## src/rtl/gcd_controller_if.sv

```systemverilog
// Control bundle between the GCD sequencer, its host and the subtract/compare datapath.
// master = host plus datapath side, slave = gcd_controller.
interface gcd_controller_if;
   logic start;
   logic a_gt_b;
   logic a_eq_b;
   logic a_lt_b;
   logic a_sel;
   logic b_sel;
   logic a_ld;
   logic b_ld;
   logic output_en;
   logic busy;
   logic done;
   logic err;

   modport master (
      output start, a_gt_b, a_eq_b, a_lt_b,
      input  a_sel, b_sel, a_ld, b_ld, output_en, busy, done, err
   );

   modport slave (
      input  start, a_gt_b, a_eq_b, a_lt_b,
      output a_sel, b_sel, a_ld, b_ld, output_en, busy, done, err
   );
endinterface

```

## src/rtl/gcd_controller.sv

```systemverilog
// Sequencer for the 8-bit subtract-and-compare GCD datapath with start/busy/done handshake.
// Define GCD_WATCHDOG_EN to add the iteration watchdog (iter_cnt, trips at MAX_ITER).
module gcd_controller #(
   parameter int CNT_W    = 8,
   parameter int MAX_ITER = 255
) (
   input logic             clk,
   input logic             rst,
   gcd_controller_if.slave bus
);

   // state | meaning
   // IDLE  | waiting for start; only err may be high
   // LOAD  | A/B registers load the operands
   // CMP   | evaluate datapath flags, pick next step
   // SUB_A | A <= A - B
   // SUB_B | B <= B - A
   // OUT   | out register loads A
   // DONE  | done pulse, result valid
   // FAIL  | done pulse with err, out register untouched
   typedef enum logic [2:0] {
      IDLE, LOAD, CMP, SUB_A, SUB_B, OUT, DONE, FAIL
   } state_t;

   state_t state;
   logic   a_sel_q, b_sel_q, a_ld_q, b_ld_q, output_en_q, busy_q, done_q, err_q;
   logic   wd_trip;

   if (MAX_ITER < 1 || MAX_ITER >= (2 ** CNT_W)) begin : g_bad_param
      $error("gcd_controller: MAX_ITER must lie in 1 .. 2**CNT_W-1");
   end

`ifdef GCD_WATCHDOG_EN
   localparam logic [CNT_W-1:0] ITER_LIMIT = CNT_W'(MAX_ITER);
   logic [CNT_W-1:0] iter_cnt;

   assign wd_trip = (iter_cnt == ITER_LIMIT);

   // saturates at the limit; the CMP check then diverts to FAIL
   always_ff @(posedge clk) begin
      if (rst) begin
         iter_cnt <= '0;
      end else if (state == IDLE && bus.start) begin
         iter_cnt <= '0;
      end else if ((state == SUB_A || state == SUB_B) && !wd_trip) begin
         iter_cnt <= iter_cnt + CNT_W'(1);
      end
   end
`else
   assign wd_trip = 1'b0;
`endif

   // outputs are registered against the state being entered, so they track state exactly
   always_ff @(posedge clk) begin
      if (rst) begin
         state       <= IDLE;
         a_sel_q     <= 1'b0;
         b_sel_q     <= 1'b0;
         a_ld_q      <= 1'b0;
         b_ld_q      <= 1'b0;
         output_en_q <= 1'b0;
         busy_q      <= 1'b0;
         done_q      <= 1'b0;
         err_q       <= 1'b0;
      end else begin
         a_sel_q     <= 1'b0;
         b_sel_q     <= 1'b0;
         a_ld_q      <= 1'b0;
         b_ld_q      <= 1'b0;
         output_en_q <= 1'b0;
         done_q      <= 1'b0;
         busy_q      <= 1'b1;
         case (state)
            IDLE: begin
               if (bus.start) begin
                  state   <= LOAD;
                  a_sel_q <= 1'b1;
                  b_sel_q <= 1'b1;
                  a_ld_q  <= 1'b1;
                  b_ld_q  <= 1'b1;
                  err_q   <= 1'b0;
               end else begin
                  busy_q  <= 1'b0;
               end
            end
            LOAD: state <= CMP;
            CMP: begin
               if (bus.a_eq_b) begin
                  state       <= OUT;
                  output_en_q <= 1'b1;
               end else if (wd_trip) begin
                  state  <= FAIL;
                  done_q <= 1'b1;
                  err_q  <= 1'b1;
               end else if (bus.a_gt_b) begin
                  state  <= SUB_A;
                  a_ld_q <= 1'b1;
               end else if (bus.a_lt_b) begin
                  state  <= SUB_B;
                  b_ld_q <= 1'b1;
               end else begin
                  state  <= FAIL;
                  done_q <= 1'b1;
                  err_q  <= 1'b1;
               end
            end
            SUB_A, SUB_B: state <= CMP;
            OUT: begin
               state  <= DONE;
               done_q <= 1'b1;
            end
            DONE, FAIL: begin
               state  <= IDLE;
               busy_q <= 1'b0;
            end
            default: begin
               state  <= IDLE;
               busy_q <= 1'b0;
            end
         endcase
      end
   end

   assign bus.a_sel     = a_sel_q;
   assign bus.b_sel     = b_sel_q;
   assign bus.a_ld      = a_ld_q;
   assign bus.b_ld      = b_ld_q;
   assign bus.output_en = output_en_q;
   assign bus.busy      = busy_q;
   assign bus.done      = done_q;
   assign bus.err       = err_q;

endmodule

```

## src/flat_wrapper.sv

```systemverilog
// flat-port wrapper written by rule: the top's interface ports become plain ports
module gcd_controller_flat 
#(
   parameter int CNT_W    = 8,
   parameter int MAX_ITER = 255
)
  (clk, rst, bus_start, bus_a_gt_b, bus_a_eq_b, bus_a_lt_b, bus_a_sel, bus_b_sel, bus_a_ld, bus_b_ld, bus_output_en, bus_busy, bus_done, bus_err);
  gcd_controller_if bus_i ();
  input logic clk;
  input logic rst;
  input wire logic [$bits(bus_i.start)-1:0] bus_start;
  input wire logic [$bits(bus_i.a_gt_b)-1:0] bus_a_gt_b;
  input wire logic [$bits(bus_i.a_eq_b)-1:0] bus_a_eq_b;
  input wire logic [$bits(bus_i.a_lt_b)-1:0] bus_a_lt_b;
  output wire logic [$bits(bus_i.a_sel)-1:0] bus_a_sel;
  output wire logic [$bits(bus_i.b_sel)-1:0] bus_b_sel;
  output wire logic [$bits(bus_i.a_ld)-1:0] bus_a_ld;
  output wire logic [$bits(bus_i.b_ld)-1:0] bus_b_ld;
  output wire logic [$bits(bus_i.output_en)-1:0] bus_output_en;
  output wire logic [$bits(bus_i.busy)-1:0] bus_busy;
  output wire logic [$bits(bus_i.done)-1:0] bus_done;
  output wire logic [$bits(bus_i.err)-1:0] bus_err;
  assign bus_i.start = bus_start;
  assign bus_i.a_gt_b = bus_a_gt_b;
  assign bus_i.a_eq_b = bus_a_eq_b;
  assign bus_i.a_lt_b = bus_a_lt_b;
  assign bus_a_sel = bus_i.a_sel;
  assign bus_b_sel = bus_i.b_sel;
  assign bus_a_ld = bus_i.a_ld;
  assign bus_b_ld = bus_i.b_ld;
  assign bus_output_en = bus_i.output_en;
  assign bus_busy = bus_i.busy;
  assign bus_done = bus_i.done;
  assign bus_err = bus_i.err;
  gcd_controller #(.CNT_W(CNT_W), .MAX_ITER(MAX_ITER)) u_core (.clk(clk), .rst(rst), .bus(bus_i));
endmodule
```

## config.mk

```make
export PLATFORM = sky130hd
export DESIGN_NAME = gcd_controller_flat
export DESIGN_NICKNAME = d
export VERILOG_FILES = /design/src/rtl/gcd_controller_if.sv /design/src/rtl/gcd_controller.sv /design/src/flat_wrapper.sv
export SDC_FILE = /design/constraint.sdc
export NUM_CORES = 1
export LEC_CHECK = 0
export CAP_MARGIN = 20
export CORE_AREA = 4 4 41 43
export DETAILED_ROUTE_END_ITERATION = 10
export DIE_AREA = 0 0 45 47
export GPL_ROUTABILITY_DRIVEN = 0
export PLACE_DENSITY = 0.64
export SYNTH_ARGS = -nofsm -noshare
export SYNTH_HDL_FRONTEND = slang
export SYNTH_SLANG_ARGS = --single-unit
export TNS_END_PERCENT = 20
```

## constraint.sdc

```tcl
create_clock -name clk -period 1.1 [get_ports clk]
set_clock_uncertainty 0.15 [all_clocks]
set_input_delay 0.11 -clock clk [delete_from_list [all_inputs] [get_ports clk]]
set_output_delay 0.11 -clock clk [all_outputs]
set_load 0.02 [all_outputs]
```

# Yosys cells after proc, flatten, opt, wreduce, memory -nomap -nowiden
# Cells that the tools add are included.
[word_totals]
word_cells = 52
reg_bits = 10
output_inout_bits = 8
inputBits = 6
[op_classes]
n_eq_ne = 11
n_reduce_logical = 7
bitwise = 2
mux = 24
[ops]
columns = ["operator", "count"]
rows = [
  ["$pmux 3 s5", 1],
  ["$mux 1", 14],
  ["$eq 3x3->1 const B", 4],
  ["$pmux 1 s2", 5],
  ["$mux 3", 3],
  ["$ne 2x2->1 const B", 4],
  ["$eq 3x2->1 const B", 2],
  ["$reduce_or 2->1", 3],
  ["$reduce_and 5->1", 1],
  ["$eq 3x1->1 const B", 1],
  ["$logic_not 3->1", 1],
  ["$reduce_or 3->1", 1],
  ["$mux 2", 1],
  ["$not 1->1", 2],
  ["$reduce_bool 2->1", 1],
]

# Logic depth before layout (Yosys ltp)
[depth]
ltp_word = 4
mapped_depth = 3
mapped_depth_nobuf = 3

# Worst setup path before layout
# Ideal clock, no wire load.
[synth_path]
path_type = "register -> register"
startpoint = "reg u_core.state[1]"
endpoint = "reg u_core.b_ld_q, in the netlist u_core.bus.b_ld"
slack_ns = -0.124
arrival_ns = 0.970
synth_period_minus_slack_ns = 1.224
required_ns = 0.847
setup_time_ns = 0.103
stages_incl_launch_ff = 4
path_buffers = 0
path_cell_list = "dfxtp_1 and2b_2 nand3b_1 a2111oi_2"
[synth_via]
elab_chain_cells = 2
elab_cells_between_ends = 3
cone_classes = "1 x eq/ne; 1 x mux; 1 x reduce/logical"
[synth_lines]
columns = ["element", "line_no", "rtl"]
rows = [
  ["start, declared", "gcd_controller.sv:25", "state_t state;"],
  ["start signal, assigned", "gcd_controller.sv:56", "state <= IDLE;"],
  ["start signal, assigned", "gcd_controller.sv:76", "state <= LOAD;"],
  ["start signal, assigned", "gcd_controller.sv:86", "LOAD: state <= CMP;"],
  ["$eq 3x2->1 or $logic_not 3->1 (tied branches)", "gcd_controller.sv:73", "case (state)"],
  ["$pmux 1 s2 *", "gcd_controller.sv:73", ""],
  ["end signal, assigned", "gcd_controller.sv:69", "b_ld_q <= 1'b0;"],
  ["end signal, assigned", "gcd_controller.sv:80", "b_ld_q <= 1'b1;"],
  ["end signal, assigned", "gcd_controller.sv:100", "b_ld_q <= 1'b1;"],
  ["end, declared", "gcd_controller.sv:26", "logic a_sel_q, b_sel_q, a_ld_q, b_ld_q, output_en_q, busy_q, done_q, err_q;"],
]
# Mark *: on every way between the ends. The rest lies on a longest branch, timed or not.
# A chain may end at the register's enable or synchronous reset.

# Final worst setup path
# Ends and elaborated chain as after synthesis.

==> results.yml <==
run_status:
  status: "finished, violations left"
  violations: "setup timing"
logic_synthesis:
  syn_area_per_cell_um2: 9.94
  syn-cell-area_um2: 368
  synth_area_leader_cell: "sky130_fd_sc_hd__dfxtp_1"
  distinct_cells_synth: 20
  synth_seq_area_share_pct: 54.4
  synth_top_area_cells: "sky130_fd_sc_hd__dfxtp_1 (54%), sky130_fd_sc_hd__a21oi_1 (4.1%), sky130_fd_sc_hd__a2111oi_2 (4.1%), sky130_fd_sc_hd__nand3b_1 (4.1%), sky130_fd_sc_hd__nand2b_1 (3.4%)"
  portion_of_synthesized_cell_area_occupied_by_the_leading_cell_type_pct: 54.4
  yosys_register_bits: 10
  syn-instance-count: 37
  synth_fp_nets: 43
  yosysWarnings: 0
min_path:
  hold_path_class: "reg -> reg"
clock_network:
  cts_hold_buf: 0
  clkSinkCount: 10
  cts_tree: "yes"
  worstSkewPairLatency_ns: 0.26
  clock_path_buffers: 2
  clock_slew_seen_by_the_registers_of_the_worst_setup_and_hold_paths_ns: 0.06
  cts_buffers: 3
  root_buffer: "sky130_fd_sc_hd__clkbuf_4"
  ctsHtreeMaxLevel: 1
global_routing:
  grt_pass1_wl_mm: 1.40
  grtUsageTotal_pct: 9.43
  grt_start_max_net_pins: 7
  grt_pass1_vias: 351
  grt.overflow.total: 0
  initial_antenna_violation_count: 0
floorplan:
  floorplan.io_pins: 14
  core_area_mm2: 0.00130
  die-height_um: 47
  initial_utilization_pct: 28.3
  die_footprint_mm2: 0.00212
  fp-row-count: 13
  fp.dieW_um: 45
timing:
  final-max-slew-violation-count: 0
  max_slew_margin_pct: 84.1
  rsz_0062_raised_after_global_routing: "yes"
  worst_hold_slack_ns: 0.309
  finalSetupTns_ns: -0.235
  achievable-frequency_mhz: 841
  post-route-min-period_ns: 1.19
  final_hold_viol_count: 0
  setup-violations-final: 7
  slew_at_the_pin_with_the_worst_max_slew_slack_ns: 0.238
  postLayoutSetupSlackWorst_ns: -0.0886
  final_min_period_over_clock_period_pct: 108
placed_design:
  io_buffer_count: 13
  placedInstanceArea_um2: 576
  dp_hpwl_um: 590
  preCtsSetupSlack_ns: -0.323
worst_setup_path:
  critPathLaunchType: "flop"
  critPathCaptureType: "flop"
  cp.arrival_ns: 1.20
  critPathMaxFanout: 5
  critical-path-slowest-cell: "sky130_fd_sc_hd__dfxtp_4"
  crit_chain: "and2b_2, nand3b_1, a2111oi_2"
  worst-setup-path-type: "reg -> reg"
  timing.critical_path.required_ns: 1.11
  max_stage_delay_ns: 0.37
detailed_routing:
  post_drt_wl_per_cell_um: 9.65
  drtIter0Drc: 3
  drt-total-wl_um: 753
  drcViolationCount: 0
  viasPerCell: 4.47
  drt_pass1_iterations: 2
  detail-route-antenna-nets: 0
  via_count: 349
cells_and_area:
  utilization_pct: 47.6
  nets: 70
  design_area_um2: 619
  antenna-diode-count: 0
  area_growth_pct: 68.4
  drive_above_1_share_pct: 52.4
job:
  cap_violations: 0
power_and_ir_drop:
  leakagePower_uw: 0.000271
  power_density_mw_per_mm2: 1400
  power.ir.vdd_worst_mv: 0.652
worst max-delay path: cells and delay by family, from the launching register on:
family / cells / cell delay (ns)
flip-flops: 1 / 0.37
AO/OA/AOI/OAI: 1 / 0.29
AND/OR/NAND/NOR: 2 / 0.29
worst paths after layout:
kind,from,to,slack [ns],depth (start not counted)
worst max-delay path,u_core.state[1],u_core.bus.b_ld,-0.09,3
worst min register to register,u_core.bus.err,u_core.bus.err,0.31,2
worst min-delay path,u_core.bus.err,u_core.bus.err,0.31,2
worst max register to register,u_core.state[1],u_core.bus.b_ld,-0.09,3
layer usage:
layer / track usage, % / routed length [um] / part of all wire [%]
met5: 0 / 0 / 0
met4: 7.02 / 6 / 0.80
met3: 3.45 / 86 / 11
met2: 13.0 / 322 / 43
met1: 11.9 / 338 / 45
repair_timing:
action                                 4_1_cts  5_1_grt
gates resized for setup                     31       10
endpoints found under the hold margin        0        0
setup endpoints to repair                   16       15
pin swaps                                    1        2
setup buffers                                2        0
gates cloned                                 0        0
logic make-up after synthesis:
kind of cell	after synthesis	synth area share, %
AND/OR/NAND/NOR	16	25.5
flip-flops	10	54.4
buffers and inverters	3	4.08
AO/OA/AOI/OAI	8	16.0
registers in the layout (all words and copies together), names as in the netlist:
signal                count
u_core.state              3
u_core.bus.a_ld           1
u_core.bus.a_sel          1
u_core.bus.b_ld           1
u_core.bus.busy           1
u_core.bus.done           1
u_core.bus.err            1
u_core.bus.output_en      1
cells in the mapped netlist, drive strengths merged:
| master | count |
|---|---|
| a2111oi | 1 |
| a211oi | 1 |
| a21boi | 1 |
| a21oi | 3 |
| a221oi | 1 |
| and2b | 1 |
| buf | 1 |
| dfxtp | 10 |
| inv | 2 |
| nand2 | 2 |
| nand2b | 2 |
| nand3 | 1 |
| nand3b | 2 |
| nand4b | 1 |
| nor2 | 4 |
| nor3 | 1 |
| nor3b | 1 |
| o21ai | 1 |
| or3 | 1 |
report_power, final:
part	internal, uW	switching, uW	total, uW
registers	380	13.6	394
clock network	201	121	322
logic	80.8	68.6	149
total	662	203	865
layout make-up:
type	count	area (um2)
fill	143	682
sequential	10	209
multi-input combinational	24	183
timing repair buffer	23	165
clock buffer	4	36.3
tap	15	18.8
inverter	2	7.51
cells in the final DEF, fill, tap and decap left out, drive strengths merged:
| master | count |
|---|---|
| nand4b | 1 |
| nor2 | 4 |
| buf | 18 |
| a21boi | 1 |
| clkdlybuf4s50 | 5 |
| o21ai | 1 |
| inv | 2 |
| a221oi | 1 |
| a2111oi | 1 |
| or3 | 1 |
| nand2b | 2 |
| nand3 | 1 |
| dfxtp | 10 |
| a21oi | 3 |
| nand2 | 2 |
| a211oi | 1 |
| nor3 | 1 |
| clkbuf | 4 |
| and2b | 1 |
| nand3b | 2 |
| nor3b | 1 |
through the flow:
step,std cells,power [uW]
floorplan,37,467
global placement,72,552
detailed placement,72,553
CTS,78,880
global route,78,920
finish,78,865
Power figures use the tool's default switching activity.
